[src/rtl/mem_miss_ctrl.sv]
// rtl/mem_miss_ctrl.sv - MEM-stage data-cache miss sequencer: stall, dirty write-back, word refill.
// Optional miss counter enabled by defining MEM_MISS_CNT_EN.
module mem_miss_ctrl #(
    parameter int ADDR_W      = 32,
    parameter int BLOCK_WORDS = 4,
    parameter int IDX_W       = 2
) (
    input  logic              clk,
    input  logic              rst,
    input  logic              mem_access,
    input  logic              hit,
    input  logic              dirty,
    input  logic [ADDR_W-1:0] addr,
    input  logic [ADDR_W-1:0] victim_addr,
    output logic              mem_req,
    output logic              mem_we,
    output logic [ADDR_W-1:0] mem_addr,
    input  logic              mem_ack,
    output logic              refill_we,
    output logic [IDX_W-1:0]  refill_idx,
    output logic              stall,
    output logic              wb_en,
    output logic [15:0]       miss_count
);

    typedef enum logic [1:0] {IDLE, WBACK, REFILL, RESUME} state_t;

    localparam logic [ADDR_W-1:0] LINE_MASK = ADDR_W'(BLOCK_WORDS * 4 - 1);

    state_t             state_q, state_d;
    logic [IDX_W-1:0]   cnt_q, cnt_d;
    logic [ADDR_W-1:0]  line_base_q, line_base_d;
    logic [ADDR_W-1:0]  vic_base_q, vic_base_d;
    logic               miss;
    logic               last;
    logic [ADDR_W-1:0]  offset;

    assign miss       = mem_access & ~hit;
    assign last       = (cnt_q == IDX_W'(BLOCK_WORDS - 1));
    assign offset     = ADDR_W'({cnt_q, 2'b00});
    assign refill_idx = cnt_q;

    always_comb begin
        state_d     = state_q;
        cnt_d       = cnt_q;
        line_base_d = line_base_q;
        vic_base_d  = vic_base_q;
        mem_req     = 1'b0;
        mem_we      = 1'b0;
        mem_addr    = line_base_q + offset;
        refill_we   = 1'b0;
        stall       = 1'b1;
        wb_en       = 1'b0;
        case (state_q)
            IDLE: begin
                stall = miss;
                wb_en = ~miss;
                if (miss) begin
                    line_base_d = addr & ~LINE_MASK;
                    vic_base_d  = victim_addr;
                    cnt_d       = '0;
                    state_d     = dirty ? WBACK : REFILL;
                end
            end
            WBACK: begin
                mem_req  = 1'b1;
                mem_we   = 1'b1;
                mem_addr = vic_base_q + offset;
                // cnt wraps to 0 on the last beat because BLOCK_WORDS is a power of 2
                if (mem_ack) begin
                    cnt_d = cnt_q + IDX_W'(1);
                    if (last) state_d = REFILL;
                end
            end
            REFILL: begin
                mem_req   = 1'b1;
                refill_we = mem_ack;
                if (mem_ack) begin
                    cnt_d = cnt_q + IDX_W'(1);
                    if (last) state_d = RESUME;
                end
            end
            RESUME: state_d = IDLE;
            default: state_d = IDLE;
        endcase
    end

    always_ff @(posedge clk or posedge rst) begin
        if (rst) begin
            state_q     <= IDLE;
            cnt_q       <= '0;
            line_base_q <= '0;
            vic_base_q  <= '0;
        end else begin
            state_q     <= state_d;
            cnt_q       <= cnt_d;
            line_base_q <= line_base_d;
            vic_base_q  <= vic_base_d;
        end
    end

`ifdef MEM_MISS_CNT_EN
    logic        miss_accept;
    logic [15:0] miss_cnt_q, miss_cnt_d;

    assign miss_accept = (state_q == IDLE) & miss;

    always_comb begin
        miss_cnt_d = miss_cnt_q;
        if (miss_accept && miss_cnt_q != 16'hFFFF) miss_cnt_d = miss_cnt_q + 16'd1;
    end

    always_ff @(posedge clk or posedge rst) begin
        if (rst) miss_cnt_q <= '0;
        else     miss_cnt_q <= miss_cnt_d;
    end

    assign miss_count = miss_cnt_q;
`else
    assign miss_count = 16'h0000;
`endif

endmodule

[config.mk]
export PLATFORM = sky130hd
export DESIGN_NAME = mem_miss_ctrl
export DESIGN_NICKNAME = d
export VERILOG_FILES = /design/src/rtl/mem_miss_ctrl.sv
export SDC_FILE = /design/constraint.sdc
export NUM_CORES = 1
export LEC_CHECK = 0
export CORE_MARGIN = 2
export CORE_UTILIZATION = 33
export CTS_CLUSTER_SIZE = 28
export DETAILED_ROUTE_END_ITERATION = 7
export GPL_ROUTABILITY_DRIVEN = 0
export PLACE_DENSITY = 0.68
export SYNTH_ARGS = -nofsm -noshare
export SYNTH_HDL_FRONTEND = slang
export SYNTH_SLANG_ARGS = --single-unit
[constraint.sdc]
create_clock -name clk -period 9.6 [get_ports clk]
set_clock_uncertainty 0.2 [all_clocks]
set_input_delay 1.92 -clock clk [delete_from_list [all_inputs] [get_ports clk]]
set_output_delay 1.92 -clock clk [all_outputs]
set_load 0.1 [all_outputs]
==> results of run 1 <==
## through the flow
| stage | instance area (µm²) | worst slack (ns) |
|---|---|---|
| after floorplan | 3700 | 2.89 |
| after global placement | 4740 | 3.60 |
| after detailed placement | 4740 | 3.56 |
| after CTS | 4890 | 3.17 |
| after global routing | 4890 | 3.01 |
| final | 4890 | 3.22 |
## metal layers
metal | up-vias | global-route usage, %
li1 | 1415 | -
met1 | 1384 | 19.9
met2 | 101 | 24.9
met3 | 8 | 4.12
met4 | 0 | 6.23
met5 | - | 0
## cells by family (layout without fill, tap and decap cells)
| kind of cell | Yosys count | after routing | share of synthesized area [%] |
|---|---|---|---|
| muxes | 62 | 62 | 19.2 |
| and+or+nand+nor | 100 | 100 | 15.2 |
| buffers and inverters | 42 | 130 | 6.42 |
| other | 1 | 16 | 0.103 |
| xor gates and xnor gates | 14 | 14 | 3.37 |
| AOI/OAI and AO/OA | 53 | 53 | 8.83 |
| DFF | 64 | 64 | 44.0 |
| adders and majority gates | 8 | 8 | 2.95 |
## Yosys cell counts
| cell type | count |
|---|---|
| ha_1 | 7 |
| a31oi_1 | 15 |
| and4_1 | 1 |
| or4_1 | 12 |
| buf_1 | 7 |
| conb_1 | 1 |
| a22o_1 | 2 |
| nand4_1 | 9 |
| a21oi_1 | 16 |
| fa_1 | 1 |
| xor2_1 | 1 |
| and2_1 | 4 |
| o31ai_1 | 10 |
| nand3_2 | 1 |
| o22ai_1 | 1 |
| o2111ai_1 | 1 |
| clkbuf_1 | 6 |
| or3_4 | 2 |
| nor3_1 | 2 |
| nor2_1 | 32 |
| mux2_2 | 62 |
| nand4_2 | 1 |
| buf_2 | 1 |
| buf_6 | 2 |
| or3_1 | 4 |
| buf_4 | 16 |
| o21ai_0 | 8 |
| xnor2_1 | 13 |
| nand2b_1 | 5 |
| nand4b_2 | 1 |
| nor4_1 | 4 |
| inv_1 | 10 |
| nand3_1 | 4 |
| dfrtp_1 | 64 |
| nand2_1 | 13 |
| nand3b_1 | 1 |
| and3_1 | 3 |
| nor2b_1 | 1 |
## worst max-delay path: cells and delay by family (launching register included)
| kind | cells | cell delay [ns] |
|---|---|---|
| buffers and inverters | 2 | 1.22 |
| DFF | 1 | 0.45 |
| AOI/OAI and AO/OA | 1 | 0.21 |
| and+or+nand+nor | 3 | 1.38 |
| adders and majority gates | 2 | 0.64 |
## path summary, 6_finish.rpt
kind | start | to | slack [ns] | cells past startpoint
max reg2reg | state_q[1] | state_q[0] | 7.16 | 5
min in group asynchronous | rst | line_base_q[30] | 1.94 | 3
min reg2reg | vic_base_q[1] | vic_base_q[1] | 0.30 | 1
max | refill_idx[0] | mem_addr[26] | 3.22 | 8
max in group asynchronous | rst | vic_base_q[16] | 6.71 | 3
min | vic_base_q[1] | vic_base_q[1] | 0.30 | 1
## area by class of cell
type	instances	area, µm²	share of cell area [%]
sequential	64	1600	32.8
clock buffer	13	149	3.05
inverter	10	37.5	0.768
timing repair buffer	106	1060	21.6
clock inverter	1	5.00	0.102
multi-input combinational	253	1870	38.2
tap	140	175	3.58
## sequential cells by signal, indices dropped and copies added, names as in the netlist
register,count
refill_idx,2
state_q,2
vic_base_q,32
line_base_q,28
==> reports/results.tsv, run 1 <==
metric	value	unit
status	finished, final reports clean	
post-cts sizing count	0	
crit-path cells	ha_1, inv_1, fa_1, nand4b_2, or3_4, or4_1, a31oi_1, clkdlybuf4s50_1	
initial antenna violation count	0	
slowest CP cell	clkdlybuf4s50_1	
Met3 Wirelength	625	µm
largest net degree at the start of global routing	65	
Max Clock Freq	0.157	GHz
drt total wl	8650	µm
largest area contributor in the netlist	dfrtp_1	
Tightest Hold Check Type	reg2reg	
cts bufs inserted	9	
Avg Inst Size Synth	10.6	µm²
Post-Syn Instances	344	
critical path endpoint category	output pin	
maxcap violations	0	
CP Class	reg2out	
Root Driver	clkbuf_8	
share of the clock period used by the worst path	66.4	%
Final Setup Violations	0	
# IOs	125	
Antenna Violating Nets Remaining	0	
fin util	45.3	%
Final min period	6.38	ns
Critical Path Start Type	register	
flops & latches, synth	64	
GRT Util Overall	15.5	%
vias in the first global route	2910	
post-DP HPWL	6090	µm
critical path arrival	4.26	ns
Yosys warning count	0	
Core Rows	38	
Max-Slew Margin vs Limit	27.1	%
leading cell type in the layout, fill and taps excluded	clkdlybuf4s50_1	
port bufs	104	
hold buffers post-CTS	0	
initial core utilization	33.7	%
met2 WL post-DR	4030	µm
postcts setup bufs	0	
Fill cells	1050	
cell total after placement	573	
final std cells w/o fill	587	
CTS tree	done	
area delta synth->final	34.2	%
area of the core	0.0108	mm²
drt pass-1 iters	4	
ant diodes	0	
Worst EP required	7.48	ns
Clk Latency, worst-skew pair	0.34	ns
Die H	109	µm
clk sink count	64	
worst-margin pin slew	1.09	ns
DR top layer	met4	
final hold vios	0	
final slew viol count	0	
max incr delay on CP	1.16	ns
Layout Nets	522	
area share of the largest cell type after synthesis	44.0	%
GRT overflow	0	
number of DRC markers in iteration 0	68	
die footprint	0.0119	mm²
Die W	109	µm
Setup TNS	0	ns
Reg clk slew, reported paths	0.07	ns
metal1 wirelength	3890	µm
CP max FO	13	
synthesized area	0.00364	mm²
drt wl/cell	14.7	µm
layout cells sized above 1	18.3	%
most frequent cells in the layout	104 x clkdlybuf4s50_1, 64 x dfrtp_1, 62 x mux2_2	
DRC viols	0	
global-route wire length before repair	14100	µm
detail-routed via count per cell	4.95	
RSZ-0062 raised after global routing	false	
Min Hold Slack	0.300	ns
ranking of synthesized cells by area	dfrtp_1 44%, mux2_2 19%, buf_4 3.3%, nor2_1 3.3%, xnor2_1 3.1%	
DR vias	2908	
CTS Buffer Depth	2	
Netlist cell types	38	
CTS H-tree lvls	3	
Seq/Total Area, Yosys	44.0	%
Power of run 1 is not shown: default switching activity piles up to over one toggle a cycle in this logic, so the estimate is an artifact.
==> inputs of run 2 (changes only) <==
--- a/config.mk
+++ b/config.mk
@@ -10,7 +10,7 @@
 export CTS_CLUSTER_SIZE = 28
 export DETAILED_ROUTE_END_ITERATION = 7
 export GPL_ROUTABILITY_DRIVEN = 0
-export PLACE_DENSITY = 0.68
+export PLACE_DENSITY = 0.71
 export SYNTH_ARGS = -nofsm -noshare
 export SYNTH_HDL_FRONTEND = slang
 export SYNTH_SLANG_ARGS = --single-unit
==> constraint.sdc (replaced) <==
create_clock -name clk -period 5.2 [get_ports clk]
set_clock_uncertainty 0.2 [all_clocks]
set_input_delay 1.04 -clock clk [delete_from_list [all_inputs] [get_ports clk]]
set_output_delay 1.04 -clock clk [all_outputs]
set_load 0.1 [all_outputs]
==> run 2 against run 1 <==
Cell count rose by 0.68%. Sequential share of layout area down 0.22 points. Hold slack better by 0.0026 ns. Register-to-register slack got worse by 4.0 ns. Non-clock buffer count up 3. Die area unchanged. Flip-flop and latch count unchanged. Setup slack worse by 2.7 ns. Critical endpoint unchanged.
==> reports/results.tsv, run 2 (synthesis results as in run 1) <==
metric	value	unit
Final min period	4.64	ns
metal1 wirelength	3750	µm
CP max FO	13	
post-DP HPWL	6430	µm
critical path arrival	3.40	ns
CP Class	reg2out	
r2r setup slk	3.19	ns
HP Start	vic_base_q[0]	
area delta synth->final	35.2	%
max FFs per register	32	
post-cts sizing count	0	
Setup WS pre-CTS	0.953	ns
port bufs	104	
area of the core	0.0108	mm²
Die W	109	µm
DR top layer	met4	
detail-routed via count per cell	5.02	
CP top delay family	simple AND/OR/NAND/NOR gates	
final instance area	0.00492	mm²
vias in the first global route	2933	
clk sink count	64	
status	finished, final reports clean	
Antenna Violating Nets Remaining	0	
Worst Path Buf+Inv	2	
global-route wire length before repair	14000	µm
drt pass-1 iters	4	
CTS tree	done	
Critical Path Start Type	register	
final slew viol count	0	
layout cells sized above 1	27.3	%
critical path endpoint category	output pin	
die footprint	0.0119	mm²
ant diodes	0	
RR Startpoint	state_q[1]	
GRT overflow	0	
share of the clock period used by the worst path	89.1	%
drt wl/cell	14.8	µm
final hold vios	0	
cts bufs inserted	9	
leading cell type in the layout, fill and taps excluded	clkdlybuf4s50_1	
fin worst setup slack	0.565	ns
# IOs	125	
number of DRC markers in iteration 0	104	
drt total wl	8760	µm
reg-to-reg endpoint	state_q[1]	
largest net degree at the start of global routing	34	
CTS H-tree lvls	3	
most frequent cells in the layout	75 x clkdlybuf4s50_1, 64 x dfrtp_1, 62 x mux2_2	
Top reg by flops	vic_base_q	
Reg clk slew, reported paths	0.07	ns
maxcap violations	0	
GRT Util Overall	15.4	%
Max-Slew Margin vs Limit	33.9	%
CTS Buffer Depth	2	
Reg2Reg Depth	5	
Final Setup Violations	0	
worst hold stages	1	
RSZ-0062 raised after global routing	false	
hold buffers post-CTS	0	
initial antenna violation count	0	
postcts setup bufs	0	
met2 WL post-DR	4370	µm
Tightest Hold Check Type	reg2reg	
Root Driver	clkbuf_8	
Post-DP Area	0.00474	mm²
Core Rows	38	
largest registers	vic_base_q x32, line_base_q x28	
Layout Nets	525	
Max Clock Freq	0.216	GHz
Die H	109	µm
max incr delay on CP	0.54	ns
crit-path cells	ha_1, inv_1, fa_1, nand4b_2, or3_4, or4_1, a31oi_2, buf_4	
initial core utilization	33.7	%
worst hold endpoint	vic_base_q[0]	
Clk Latency, worst-skew pair	0.34	ns
Worst EP required	3.96	ns
slowest CP cell	or4_1	
Met3 Wirelength	501	µm
worst-margin pin slew	0.988	ns
DR vias	2965	
DRC viols	0	
## run 2: cell types whose count changed in the layout (fill, tap and decap cells not counted)
cell	change
a21oi_1	-1
a21oi_2	+1
a31oi_1	-6
a31oi_2	+5
a31oi_4	+1
buf_4	+32
bufinv_16	+1
clkbuf_1	-1
clkdlybuf4s50_1	-29
clkinvlp_4	+1
## run 2: routing by layer
layer	global-route usage, %	up-vias
li1	-	1425
met1	18.1	1438
met2	26.4	90
met3	3.53	12
met4	6.96	0
met5	0	-
## run 2: worst max path at each step
stage,startpoint,slack (ns),end,cells after the start
floorplan,refill_idx[0],-0.09,mem_addr[30],8
global placement,refill_idx[0],0.95,mem_addr[26],8
detailed placement,refill_idx[0],0.95,mem_addr[28],8
CTS,refill_idx[0],0.55,mem_addr[28],8
global route,refill_idx[0],0.39,mem_addr[26],8
finish,refill_idx[0],0.56,mem_addr[26],8
## run 2: area by class of cell
type,count,area (µm²)
clock buffer,12,145
clock inverter,3,42.5
fill,1003,5870
inverter,10,37.5
multi-input combinational,253,1920
sequential,64,1600
tap,140,175
timing repair buffer,109,1010
## run 2: per-stage QoR
step | utilization [%] | setup TNS (ns) | cells | hold slack, ns
3_5_place_dp | 43.9 | 0 | 576 | 0.294
4_1_cts | 45.6 | 0 | 591 | 0.310
6_report | 45.6 | 0 | 591 | 0.303
3_3_place_gp | 43.9 | 0 | 576 | 0.279
2_1_floorplan | - | -0.0928 | 359 | 0.271
5_1_grt | 45.6 | 0 | 591 | 0.327
Power of run 2 is left out for the same reason.
==> inputs of run 3 (changes only) <==
--- a/config.mk
+++ b/config.mk
@@ -6,11 +6,12 @@
 export NUM_CORES = 1
 export LEC_CHECK = 0
 export CORE_MARGIN = 2
-export CORE_UTILIZATION = 33
+export CORE_UTILIZATION = 41
 export CTS_CLUSTER_SIZE = 28
 export DETAILED_ROUTE_END_ITERATION = 7
 export GPL_ROUTABILITY_DRIVEN = 0
-export PLACE_DENSITY = 0.71
+export PLACE_DENSITY = 0.83
+export SKIP_LAST_GASP = 1
 export SYNTH_ARGS = -nofsm -noshare
 export SYNTH_HDL_FRONTEND = slang
 export SYNTH_SLANG_ARGS = --single-unit
==> run 3 against run 2 <==
Via count is 2.9% lower. Hold slack better by 0.0033 ns. Largest cell class unchanged. Critical endpoint is now mem_addr[24]. First-iteration DRC count is 2.9% higher. Critical path type unchanged.
==> reports/results.tsv, run 3 (synthesis results as in run 1) <==
metric	value	unit
CP max FO	13	
drt pass-1 iters	4	
Root Driver	clkbuf_8	
CP Class	reg2out	
Die W	98.3	µm
met3 usage	5.23	%
Max-Slew Margin vs Limit	34.8	%
# IOs	125	
fin worst setup slack	0.563	ns
layout cells sized above 1	27.2	%
CTS H-tree lvls	3	
final slew viol count	0	
area delta synth->final	33.3	%
largest registers	vic_base_q x32, line_base_q x28	
Top reg by flops	vic_base_q	
initial antenna violation count	1	
RSZ-0062 raised after global routing	false	
r2r setup slk	3.01	ns
most frequent cells in the layout	75 x clkdlybuf4s50_1, 64 x dfrtp_1, 62 x mux2_2	
Final min period	4.64	ns
critical path endpoint category	output pin	
post-cts sizing count	0	
GRT Util Overall	18.5	%
Die H	98.3	µm
Antenna Violating Nets Remaining	0	
Max Clock Freq	0.216	GHz
Setup WS pre-CTS	0.899	ns
Clk Latency, worst-skew pair	0.33	ns
Reg clk slew, reported paths	0.07	ns
Most Used Layer, Global Route	met2	
largest net degree at the start of global routing	61	
number of DRC markers in iteration 0	107	
area of the core	0.00868	mm²
drt total wl	8630	µm
drt wl/cell	15.5	µm
detail-routed via count per cell	5.16	
met2 Use GR	29.7	%
Post-DP Area	0.00468	mm²
Tightest Hold Check Type	reg2reg	
Critical Path Start Type	register	
cts bufs inserted	9	
share of the clock period used by the worst path	89.2	%
DRC viols	0	
status	finished, final reports clean	
vias in the first global route	2882	
cell total after placement	542	
CTS tree	done	
DR vias	2880	
Worst EP required	3.96	ns
met1 GRT Util	24.4	%
post-DP HPWL	6370	µm
postcts setup bufs	0	
die footprint	0.00965	mm²
hold buffers post-CTS	0	
critical path arrival	3.40	ns
Core Rows	34	
GRT overflow	0	
max FFs per register	32	
clk sink count	64	
final hold vios	0	
port bufs	104	
Final Setup Violations	0	
final std cells w/o fill	558	
worst-margin pin slew	0.974	ns
final instance area	0.00486	mm²
global-route wire length before repair	14300	µm
leading cell type in the layout, fill and taps excluded	clkdlybuf4s50_1	
maxcap violations	0	
CTS Buffer Depth	2	
initial core utilization	42.0	%
Layout Nets	523	
==> run 3: final timing paths <==
kind	startpoint	endpoint	cells after the start
setup / recovery	refill_idx[0]	mem_addr[24]	8
hold / removal	vic_base_q[1]	vic_base_q[1]	1
setup reg to reg	state_q[0]	line_base_q[11]	5
hold reg to reg	vic_base_q[1]	vic_base_q[1]	1
max in group asynchronous	rst	vic_base_q[16]	3
min in group asynchronous	rst	line_base_q[24]	2
==> run 3: per-layer routing <==
metal,share of wire [%],vias to the layer above
met5,0,-
met4,0.98,0
met3,5.7,9
met2,47,83
met1,46,1367
li1,-,1421
==> run 3: stage by stage <==
step           util [%]  hold WS, ns  setup TNS (ns)
2_1_floorplan         -        0.271         -0.0928
3_3_place_gp       53.9        0.278               0
3_5_place_dp       53.9        0.294               0
4_1_cts            55.9        0.310               0
5_1_grt            56.0        0.324               0
6_report           56.0        0.306               0
==> run 3: area by class of cell <==
type | instances | area (µm²)
clock inverters | 3 | 17.5
flip-flops and latches | 64 | 1600
inverters | 10 | 37.5
clock buffers | 12 | 155
well taps | 108 | 135
fillers | 788 | 3820
repair buffers | 107 | 991
diodes | 1 | 2.50
multi-input cells | 253 | 1920
==> run 3: worst max-delay path: stages (launching register included) <==
cell      delay (ns)
dfrtp_1         0.46
ha_1            0.21
inv_1           0.06
fa_1            0.43
nand4b_2        0.33
or3_4           0.50
or4_1           0.53
a31oi_2         0.21
buf_4           0.32
Power of run 3 is left out for the same reason.
